--- src/rtl/insdec_pkg.sv ---
// rtl/insdec_pkg.sv - shared encodings and decode-table constants for the instruction sequencer
package insdec_pkg;

    typedef enum logic [1:0] {
        ST_IDLE    = 2'b00,
        ST_COLLECT = 2'b01,
        ST_HOLD    = 2'b10,
        ST_HALT    = 2'b11
    } state_t;

    // Addressing mode carried in op[3:2] for every non-REG opcode
    typedef enum logic [1:0] {
        MODE_HALT = 2'b00,
        MODE_IMM  = 2'b01,
        MODE_DIR  = 2'b10,
        MODE_IND  = 2'b11
    } mode_t;

    localparam logic [1:0] CLS_REG_KEY = 2'b11;

    localparam int LEN_REG    = 1;
    localparam int STEPS_REG  = 2;
    localparam int LEN_HALT   = 1;
    localparam int STEPS_HALT = 0;
    localparam int LEN_IMM    = 2;
    localparam int STEPS_IMM  = 4;
    localparam int LEN_DIR    = 3;
    localparam int STEPS_DIR  = 5;
    localparam int STEPS_IND  = 6;

endpackage

--- src/rtl/insdec_tbl.sv ---
// rtl/insdec_tbl.sv - combinational opcode to {length, step count} decode
module insdec_tbl #(
    parameter int IW   = 8,
    parameter int MAXB = 4,
    parameter int SW   = 3,
    localparam int LW  = $clog2(MAXB + 1)
) (
    input  logic [IW-1:0] i_op,
    output logic [LW-1:0] o_len,
    output logic [SW-1:0] o_steps,
    output logic          o_is_halt
);
    import insdec_pkg::*;

    mode_t w_mode;
    assign w_mode = mode_t'(i_op[3:2]);

    always_comb begin
        o_len     = LW'(LEN_REG);
        o_steps   = SW'(STEPS_REG);
        o_is_halt = 1'b0;
        // REG class wins regardless of the mode bits
        if (i_op[IW-1:IW-2] != CLS_REG_KEY) begin
            unique case (w_mode)
                MODE_HALT: begin
                    o_len     = LW'(LEN_HALT);
                    o_steps   = SW'(STEPS_HALT);
                    o_is_halt = 1'b1;
                end
                MODE_IMM: begin
                    o_len   = LW'(LEN_IMM);
                    o_steps = SW'(STEPS_IMM);
                end
                MODE_DIR: begin
                    o_len   = LW'(LEN_DIR);
                    o_steps = SW'(STEPS_DIR);
                end
                MODE_IND: begin
                    o_len   = LW'(MAXB);
                    o_steps = SW'(STEPS_IND);
                end
            endcase
        end
    end

endmodule

--- src/rtl/insdec_seq.sv ---
// rtl/insdec_seq.sv - assembles variable-length instructions from a byte stream and holds them for execute
module insdec_seq #(
    parameter int IW   = 8,
    parameter int MAXB = 4,
    parameter int SW   = 3,
    localparam int LW  = $clog2(MAXB + 1)
) (
    input  logic               clk,
    input  logic               reset,
    input  logic [IW-1:0]      byte_in,
    input  logic               byte_valid,
    output logic               byte_ready,
    output logic [MAXB*IW-1:0] ins_bytes,
    output logic [LW-1:0]      ins_len,
    output logic [SW-1:0]      ins_steps,
    output logic               ins_valid,
    input  logic               ins_ready,
    input  logic               flush,
    input  logic               resume,
    output logic               halted
);
    import insdec_pkg::*;

    state_t             r_state;
    logic [LW-1:0]      r_count;
    logic [MAXB*IW-1:0] r_bytes;
    logic [LW-1:0]      r_len;
    logic [SW-1:0]      r_steps;
    logic               r_valid;
    logic               r_halted;
    logic               r_halt_op;

    logic [LW-1:0]      w_len;
    logic [SW-1:0]      w_steps;
    logic               w_is_halt;
    logic               w_accept;

    insdec_tbl #(.IW(IW), .MAXB(MAXB), .SW(SW)) u_tbl (
        .i_op      (byte_in),
        .o_len     (w_len),
        .o_steps   (w_steps),
        .o_is_halt (w_is_halt)
    );

    assign byte_ready = (r_state == ST_IDLE) || (r_state == ST_COLLECT);
    assign w_accept   = byte_valid && byte_ready;
    assign ins_bytes  = r_bytes;
    assign ins_len    = r_len;
    assign ins_steps  = r_steps;
    assign ins_valid  = r_valid;
    assign halted     = r_halted;

    always_ff @(posedge clk) begin
        if (reset) begin
            r_state   <= ST_IDLE;
            r_count   <= '0;
            r_bytes   <= '0;
            r_len     <= '0;
            r_steps   <= '0;
            r_valid   <= 1'b0;
            r_halted  <= 1'b0;
            r_halt_op <= 1'b0;
        end else if (flush && r_state != ST_HALT) begin
            r_state <= ST_IDLE;
            r_count <= '0;
            r_valid <= 1'b0;
        end else begin
            unique case (r_state)
                ST_IDLE: if (w_accept) begin
                    r_bytes   <= {{((MAXB-1)*IW){1'b0}}, byte_in};
                    r_len     <= w_len;
                    r_steps   <= w_steps;
                    r_halt_op <= w_is_halt;
                    if (w_len == LW'(1)) begin
                        r_state <= ST_HOLD;
                        r_valid <= 1'b1;
                        r_count <= '0;
                    end else begin
                        r_state <= ST_COLLECT;
                        r_count <= LW'(1);
                    end
                end
                ST_COLLECT: if (w_accept) begin
                    r_bytes[IW*int'(r_count) +: IW] <= byte_in;
                    r_count <= r_count + LW'(1);
                    if (r_count == r_len - LW'(1)) begin
                        r_state <= ST_HOLD;
                        r_valid <= 1'b1;
                    end
                end
                ST_HOLD: if (ins_ready) begin
                    r_valid <= 1'b0;
                    r_count <= '0;
                    if (r_halt_op) begin
                        r_state  <= ST_HALT;
                        r_halted <= 1'b1;
                    end else begin
                        r_state <= ST_IDLE;
                    end
                end
                ST_HALT: if (resume) begin
                    r_state  <= ST_IDLE;
                    r_halted <= 1'b0;
                end
            endcase
        end
    end

endmodule
--- config.mk ---
export PLATFORM = sky130hd
export DESIGN_NAME = insdec_seq
export DESIGN_NICKNAME = d
export VERILOG_FILES = /design/src/rtl/insdec_pkg.sv /design/src/rtl/insdec_tbl.sv /design/src/rtl/insdec_seq.sv
export SDC_FILE = /design/constraint.sdc
export NUM_CORES = 1
export LEC_CHECK = 0
export BUFFER_PORTS_ARGS = -buffer_cell sky130_fd_sc_hd__buf_2
export CAP_MARGIN = 5
export CORE_MARGIN = 2
export CORE_UTILIZATION = 40
export CTS_CLUSTER_SIZE = 20
export DETAILED_ROUTE_END_ITERATION = 8
export HOLD_SLACK_MARGIN = 0.12
export PLACE_DENSITY = 0.68
export SYNTH_ARGS = -nofsm -noshare
export SYNTH_HDL_FRONTEND = slang
export SYNTH_SLANG_ARGS = --single-unit
export TNS_END_PERCENT = 100
--- constraint.sdc ---
create_clock -name clk -period 1.85 [get_ports clk]
set_input_delay 0 -clock clk [delete_from_list [all_inputs] [get_ports clk]]
set_output_delay 0 -clock clk [all_outputs]
set_load 0.05 [all_outputs]
==> impl_summary.log, run 1 <==
INFO  metric finalWirelength = 5.70 mm
INFO  metric critical_path.max_fanout = 8
INFO  metric proportion_of_layout_cells_with_a_drive_suffix_above_1 = 39.9%
INFO  metric multi_input_comb_area = 0.00126 mm^2
INFO  metric result_of_the_run = finished, final reports clean
INFO  metric diode_insertion_count_for_antenna_repair = 0
INFO  metric relSlewSlack = between 70 and 80%
INFO  metric synth_cell_types = 42
INFO  metric clock_sinks = 46
INFO  metric yosys.area_share.adder = roughly 7.2%
INFO  metric maxCapViolations = 0
INFO  metric fp.dieW = 76.3 um
INFO  metric finalClockSkew = approximately 0.0052 ns
INFO  metric hold_class = in -> reg
INFO  metric core_region_area = 0.00507 mm^2
INFO  metric io_buffers = 54
INFO  metric setup_repair_after_global_routing_missed_its_margin = yes
INFO  metric power = around 0.0022 W
INFO  metric synth_top_flop_cell = dfxtp_1
INFO  metric clock.fmax = approximately 560 MHz
INFO  metric detail_route.vias_per_cell = 5.20
INFO  metric switching_share = a little under a third
INFO  metric cts-htree-levels = 2
INFO  metric synth_commonest_cells = dfxtp_1 (46), nor2_1 (42), a22oi_1 (24)
INFO  metric critical_path_buf_inv_count = 1
INFO  metric vias = between 1500 and 2000
INFO  metric mappedNetlistNets = 256
INFO  metric worstSetupEndpointType = flop
INFO  metric start_util = about two fifths
INFO  metric yosys-mux-area-fraction = 4.31%
INFO  metric total_leakage_power = 1.32 nW
INFO  metric design.final.nets = around 340
INFO  metric clock_power_share = 29.4%
INFO  metric timing_hold_violations_final = 0
INFO  metric seq_area_frac_synth = between 40% and 50%
INFO  metric wire_length_of_the_first_global_routing_pass = 9.36 mm
INFO  metric grt_start_max_net_pins = 41
INFO  metric flop_pwr_share = 48.1%
INFO  metric avgRoutedWirePerCell = around 15 um
INFO  metric die_height = 76.3 um
INFO  metric cpMostUsedCell = ha_4
INFO  metric largest_family_of_logic_cells_by_synthesized_area = compound AO/OA/AOI/OAI gates
INFO  metric die_area = roughly 0.0058 mm^2
INFO  metric finalCoreUtilization = roughly 58%
INFO  metric post_synth_xor_area_fraction = under 10%
INFO  metric ff_latch_area = roughly 930 um^2
INFO  metric crit_family = compound AO/OA/AOI/OAI gates
INFO  metric root_buffer = clkbuf_8
INFO  metric worst_path_arrival_time = 1.95 ns
INFO  metric synthMostInstantiatedCell = dfxtp_1
INFO  metric switchingPower = 0.000678 W
INFO  metric track_usage = around a fifth
INFO  metric path_clk_slew = 0.09 ns
INFO  metric post-route-period-util = approximately 96%
INFO  metric ys_async_sr_fraction = 0%
INFO  metric detailed_place_hpwl = 3.94 mm
INFO  metric global_route.overflow_total = 0
INFO  metric filler_cell_count = roughly 460
INFO  metric synth_seq_cells = 46
INFO  metric netlist.area_leader.share = ~44%
INFO  metric drt_drc_violations_left = 0
INFO  metric drt_pass1_iterations = 6
INFO  metric crit_path_cell_trace = inv_4 > ha_4 > ha_4 > nor2b_4 > nand3b_1 > a21o_4 > a22oi_2 > nor2_1
INFO  metric grt_antenna_before_repair = 0
INFO  metric post_synth.cell_area_avg = 9.08 um^2
INFO  metric cts_buffer_depth = 2
INFO  metric cts_tree = yes
INFO  metric place.gp.congestion = around 0.8
INFO  metric critPathSlowestCell = dfxtp_4
INFO  metric area.growth.synth_to_final = 41.3%
INFO  metric placementRows = 26
INFO  metric ant_nets = 0
INFO  metric worst-slew-pin-transition = approximately 0.41 ns
INFO  metric cp_slowest_stage_delay = between 0.3 and 0.4 ns
INFO  metric synth-compound-area-share = 20.3%
INFO  metric critical_path.startpoint_type = flop
INFO  metric cells_after_synth = 230
INFO  metric critPathRequiredTime = approximately 2.0 ns
INFO  metric slew_violations = 0
INFO  metric drt-initial-drc-count = between 100 and 150
INFO  metric yosysTopAreaCell = dfxtp_1
INFO  metric critical_path_class = reg -> reg
INFO  metric syn_area = 0.00209 mm^2
INFO  metric cts_made_buffers = 5
INFO  metric comb_power_share = between 20% and 30%
INFO  metric synth_edf_count = 0
INFO  metric synth.top_cells.by_area = dfxtp_1 (44%), a22oi_1 (8.6%), nor2_1 (7.5%)
INFO  metric power_density = roughly 730 mW/mm^2
INFO  metric period_needed = between 1.5 and 2 ns
INFO  metric internal_power = 0.00147 W
INFO  metric post_synth_and_or_nand_nor_area_fraction = 17.4%
INFO  metric clkLatencyLatePin = about 0.3 ns
INFO  metric report.final.setup_viol = 0
INFO  metric via_count_of_the_first_global_routing_pass = 1860
INFO  metric worst_ir_drop_vdd = 0.401 mV
INFO  metric pin_count = between 50 and 60
INFO  metric yosysWarningCount = 0
sequential cells by signal, summed over array words and instances (netlist names):
signal     count
ins_bytes     32
ins_steps      3
r_state        2
r_count        3
halted         1
ins_valid      1
ins_len        3
r_halt_op      1
worst reg2reg max path, stage by stage (launching register included):
cell	delay, ns
dfxtp_4	0.36
inv_4	0.04
ha_4	0.15
ha_4	0.26
nor2b_4	0.19
nand3b_1	0.14
a21o_4	0.29
a22oi_2	0.17
nor2_1	0.06
worst paths after layout:
kind | start | to | slack, ns | cells past startpoint
max reg2reg | r_count[0] | ins_bytes[27] | 0.07 | 8
min | flush | r_count[0] | 0.18 | 4
max | r_count[0] | ins_bytes[27] | 0.07 | 8
min reg2reg | ins_steps[0] | ins_steps[0] | 0.46 | 2
kinds of logic after synthesis:
kind of cell    Yosys count
mux                       9
fa+ha+maj                12
flops                    46
xor+xnor                  3
buf+inv                  23
simple gates             78
compound gates           59
routing by layer:
| layer | track usage, % | up-vias | wire length [um] |
|---|---|---|---|
| met4 | 6.36 | 0 | 69 |
| li1 | - | 983 | - |
| met3 | 3.20 | 4 | 202 |
| met1 | 25.7 | 964 | 2510 |
| met2 | 32.7 | 42 | 2920 |
| met5 | 0 | - | 0 |
area by class of cell:
type | instances | share of cell area, %
Inverter | 13 | 1.74
Timing Repair Buffer | 85 | 18.1
Tap cell | 70 | 2.97
Clock buffer | 5 | 2.33
Multi-Input combinational cell | 161 | 42.7
Clock inverter | 3 | 0.636
Sequential cell | 46 | 31.6
through the flow:
| stage | std cells | hold slack, ns | setup WS [ns] | TNS, ns | area (um^2) |
|---|---|---|---|---|---|
| 2_1_floorplan | 230 | 0.144 | 0.0152 | 0 | 2110 |
| 3_3_place_gp | 359 | 0.303 | -0.100 | -1.24 | 2530 |
| 3_5_place_dp | 359 | 0.315 | -0.140 | -2.04 | 2530 |
| 4_1_cts | 379 | 0.151 | 0.00519 | 0 | 2790 |
| 5_1_grt | 383 | 0.224 | -0.0378 | -0.311 | 2950 |
| 6_report | 383 | 0.182 | 0.0719 | 0 | 2950 |
power by group through the flow:
stage	combinational [W]	clock (W)	sequential, W
after global placement	0.000403	0	0.00106
final	0.000485	0.000631	0.00103
after CTS	0.000443	0.000644	0.00103
after floorplan	0.000220	0	0.00113
after global routing	0.000522	0.000687	0.00104
after detailed placement	0.000409	0	0.00106
cell usage in the layout, fill, tap and decap left out, types with 7 or more instances in the layout:
master	n
buf_2	54
ha_1	9
mux2i_1	9
a21oi_1	11
nand2_1	7
a22oi_1	8
buf_4	19
nor2_1	40
inv_1	10
dlygate4sd3_1	12
nand3_1	8
dfxtp_1	40
a22oi_2	16
what timing repair did:
item | 4_1_cts | 5_1_grt
gates resized for setup | 11 | 30
hold endpoints to repair | 31 | 0
hold buffers | 12 | 0
setup buffers | 0 | 4
pin swaps | 2 | 20
endpoints found under the setup margin | 32 | 43
Note: power is estimated with default switching activity, not from simulation.
==> run 2, diff against run 1 <==
--- a/config.mk
+++ b/config.mk
@@ -13,6 +13,7 @@
 export DETAILED_ROUTE_END_ITERATION = 8
 export HOLD_SLACK_MARGIN = 0.12
 export PLACE_DENSITY = 0.68
+export RECOVER_POWER = 25
 export SYNTH_ARGS = -nofsm -noshare
 export SYNTH_HDL_FRONTEND = slang
 export SYNTH_SLANG_ARGS = --single-unit
==> run 2 against run 1 <==
First-iteration DRC count down 9.5%. Routed wire length down 0.51%. Largest power group unchanged. Cell count stayed put. Critical path type unchanged. Total power fell by 0.15%. Non-clock buffer count unchanged. Fmax hardly changed. Clock skew down 0.0013 ns. Cell area is 0.72% lower.
==> impl_summary.log, run 2 (synthesis gave the netlist of run 1 again) <==
INFO  metric report.final.setup_viol = 0
INFO  metric grt_start_max_net_pins = 41
INFO  metric clkLatencyLatePin = ~0.30 ns
INFO  metric period_needed = 1.78 ns
INFO  metric hold_class = in -> reg
INFO  metric whs_endpoint = r_count[0]
INFO  metric clock_sinks = 46
INFO  metric worst_ir_drop_vdd = around 0.40 mV
INFO  metric multi_input_comb_area = around 0.0013 mm^2
INFO  metric filler_cell_count = ~470
INFO  metric start_util = 41.1%
INFO  metric finalWirelength = ~5.7 mm
INFO  metric proportion_of_layout_cells_with_a_drive_suffix_above_1 = ~35%
INFO  metric cts_tree = yes
INFO  metric r2r-start = r_count[0]
INFO  metric hold_path_depth = 4
INFO  metric root_buffer = clkbuf_8
INFO  metric detail_route.vias_per_cell = ~5.2
INFO  metric ff_latch_area = 931 um^2
INFO  metric post-route-period-util = 96.0%
INFO  metric worstSetupEndpointType = flop
INFO  metric core_region_area = around 0.005 mm^2
INFO  metric detailed_place_hpwl = 3.94 mm
INFO  metric cts_buffer_depth = 2
INFO  metric io_buffers = 54
INFO  metric die_area = 0.00581 mm^2
INFO  metric finalClockSkew = around 0.0039 ns
INFO  metric maxCapViolations = 0
INFO  metric area.growth.synth_to_final = 40.3%
INFO  metric setup_repair_after_global_routing_missed_its_margin = yes
INFO  metric largest_register_ffs = 32
INFO  metric critPathRequiredTime = a little over 2 ns
INFO  metric design.final.nets = ~340
INFO  metric vias = approximately 2000
INFO  metric relSlewSlack = between 50% and 60%
INFO  metric critical_path_class = reg -> reg
INFO  metric power_density = approximately 730 mW/mm^2
INFO  metric finalCoreUtilization = 57.7%
INFO  metric ant_nets = 0
INFO  metric place.gp.congestion = a little over 0.8
INFO  metric placementRows = 26
INFO  metric avgRoutedWirePerCell = roughly 15 um
INFO  metric cts-htree-levels = 2
INFO  metric setup.reg_to_reg.worst_slack = 0.07 ns
INFO  metric slew_violations = 0
INFO  metric hold_path_startpoint = flush
INFO  metric cts_made_buffers = 5
INFO  metric global_route.overflow_total = 0
INFO  metric grt_antenna_before_repair = 0
INFO  metric layout_common_cells = nor2_1 (40), dfxtp_1 (40), buf_2 (37)
INFO  metric die_height = between 70 and 80 um
INFO  metric drt-initial-drc-count = 124
INFO  metric rr_worst_depth = 8
INFO  metric wire_length_of_the_first_global_routing_pass = around 9.4 mm
INFO  metric r2r-end = ins_bytes[27]
INFO  metric critical_path.max_fanout = 8
INFO  metric dpl.cell_count = ~360
INFO  metric drt_drc_violations_left = 0
INFO  metric worst_path_arrival_time = between 1.5 and 2 ns
INFO  metric track_usage = ~20%
INFO  metric timing_hold_violations_final = 0
INFO  metric path_clk_slew = around 0.090 ns
INFO  metric total_leakage_power = between 1 and 1.5 nW
INFO  metric clock.fmax = around 560 MHz
INFO  metric worst-slew-pin-transition = 0.609 ns
INFO  metric placement.cell_area = 0.00253 mm^2
INFO  metric drt_pass1_iterations = 4
INFO  metric diode_insertion_count_for_antenna_repair = 0
INFO  metric via_count_of_the_first_global_routing_pass = roughly 1900
INFO  metric pin_count = 55
INFO  metric critical_path.startpoint_type = flop
INFO  metric finish.cell_count_without_fillers = between 300 and 400
INFO  metric result_of_the_run = finished, final reports clean
INFO  metric final_area = 0.00293 mm^2
INFO  metric fp.dieW = 76.3 um
-- run 2: changes by cell type in the layout (fill, tap and decap cells not counted), sizes merged --
cell / change
buf: -17
clkbuf: +17
-- run 2: critical path, cell delays in order (launching register included) --
cell      delay [ns]
dfxtp_4         0.36
inv_4           0.04
ha_4            0.15
ha_4            0.26
nor2b_4         0.19
nand3b_1        0.14
a21o_4          0.29
a22oi_2         0.17
nor2_1          0.06
-- run 2: per-layer routing --
layer	up-vias	share of wire [%]	GRT usage, %	wire length (um)
met5	-	0	0	0
li1	986	-	-	-
met2	39	51	32.7	2920
met1	970	44	25.7	2490
met4	0	1.2	6.36	69
met3	4	3.4	3.20	193
-- run 2: layout make-up --
type	count	share of cell area, %
Multi-Input combinational cell	161	43.0
Inverter	13	1.75
Timing Repair Buffer	85	17.5
Tap cell	70	2.99
Clock inverter	3	0.641
Clock buffer	5	2.35
Sequential cell	46	31.8
-- run 2: what timing repair did --
action / in CTS / in global routing
pin swaps: 2 / 20
hold buffers: 12 / 0
setup endpoints to repair: 32 / 43
endpoints found under the hold margin: 31 / 0
gates resized for setup: 11 / 30
buffers inserted: 0 / 4
-- run 2: stage by stage --
| step | setup TNS (ns) | setup WS, ns | power, W | hold WS [ns] |
|---|---|---|---|---|
| floorplan | 0 | 0.0152 | 0.00135 | 0.144 |
| global placement | -1.24 | -0.100 | 0.00146 | 0.303 |
| detailed placement | -2.04 | -0.140 | 0.00146 | 0.315 |
| CTS | 0 | 0.00519 | 0.00212 | 0.151 |
| global route | -0.311 | -0.0378 | 0.00225 | 0.224 |
| finish | 0 | 0.0735 | 0.00215 | 0.183 |
-- run 2: report_power, final --
group          total [W]  internal, W  switching (W)  leakage, nW
registers        0.00103      0.00102      0.0000175        0.375
logic           0.000481     0.000185       0.000295        0.827
clock network   0.000632     0.000267       0.000365       0.0483
total            0.00215      0.00147       0.000678         1.25
-- run 2: worst max path at each step --
stage	from	to	slack, ns
6_report	r_count[0]	ins_bytes[27]	0.07
5_1_grt	r_count[1]	ins_bytes[25]	-0.04
4_1_cts	r_count[0]	ins_bytes[18]	0.005
3_5_place_dp	r_count[0]	ins_bytes[18]	-0.14
3_3_place_gp	r_count[0]	ins_bytes[19]	-0.10
2_1_floorplan	r_count[0]	ins_bytes[0]	0.02
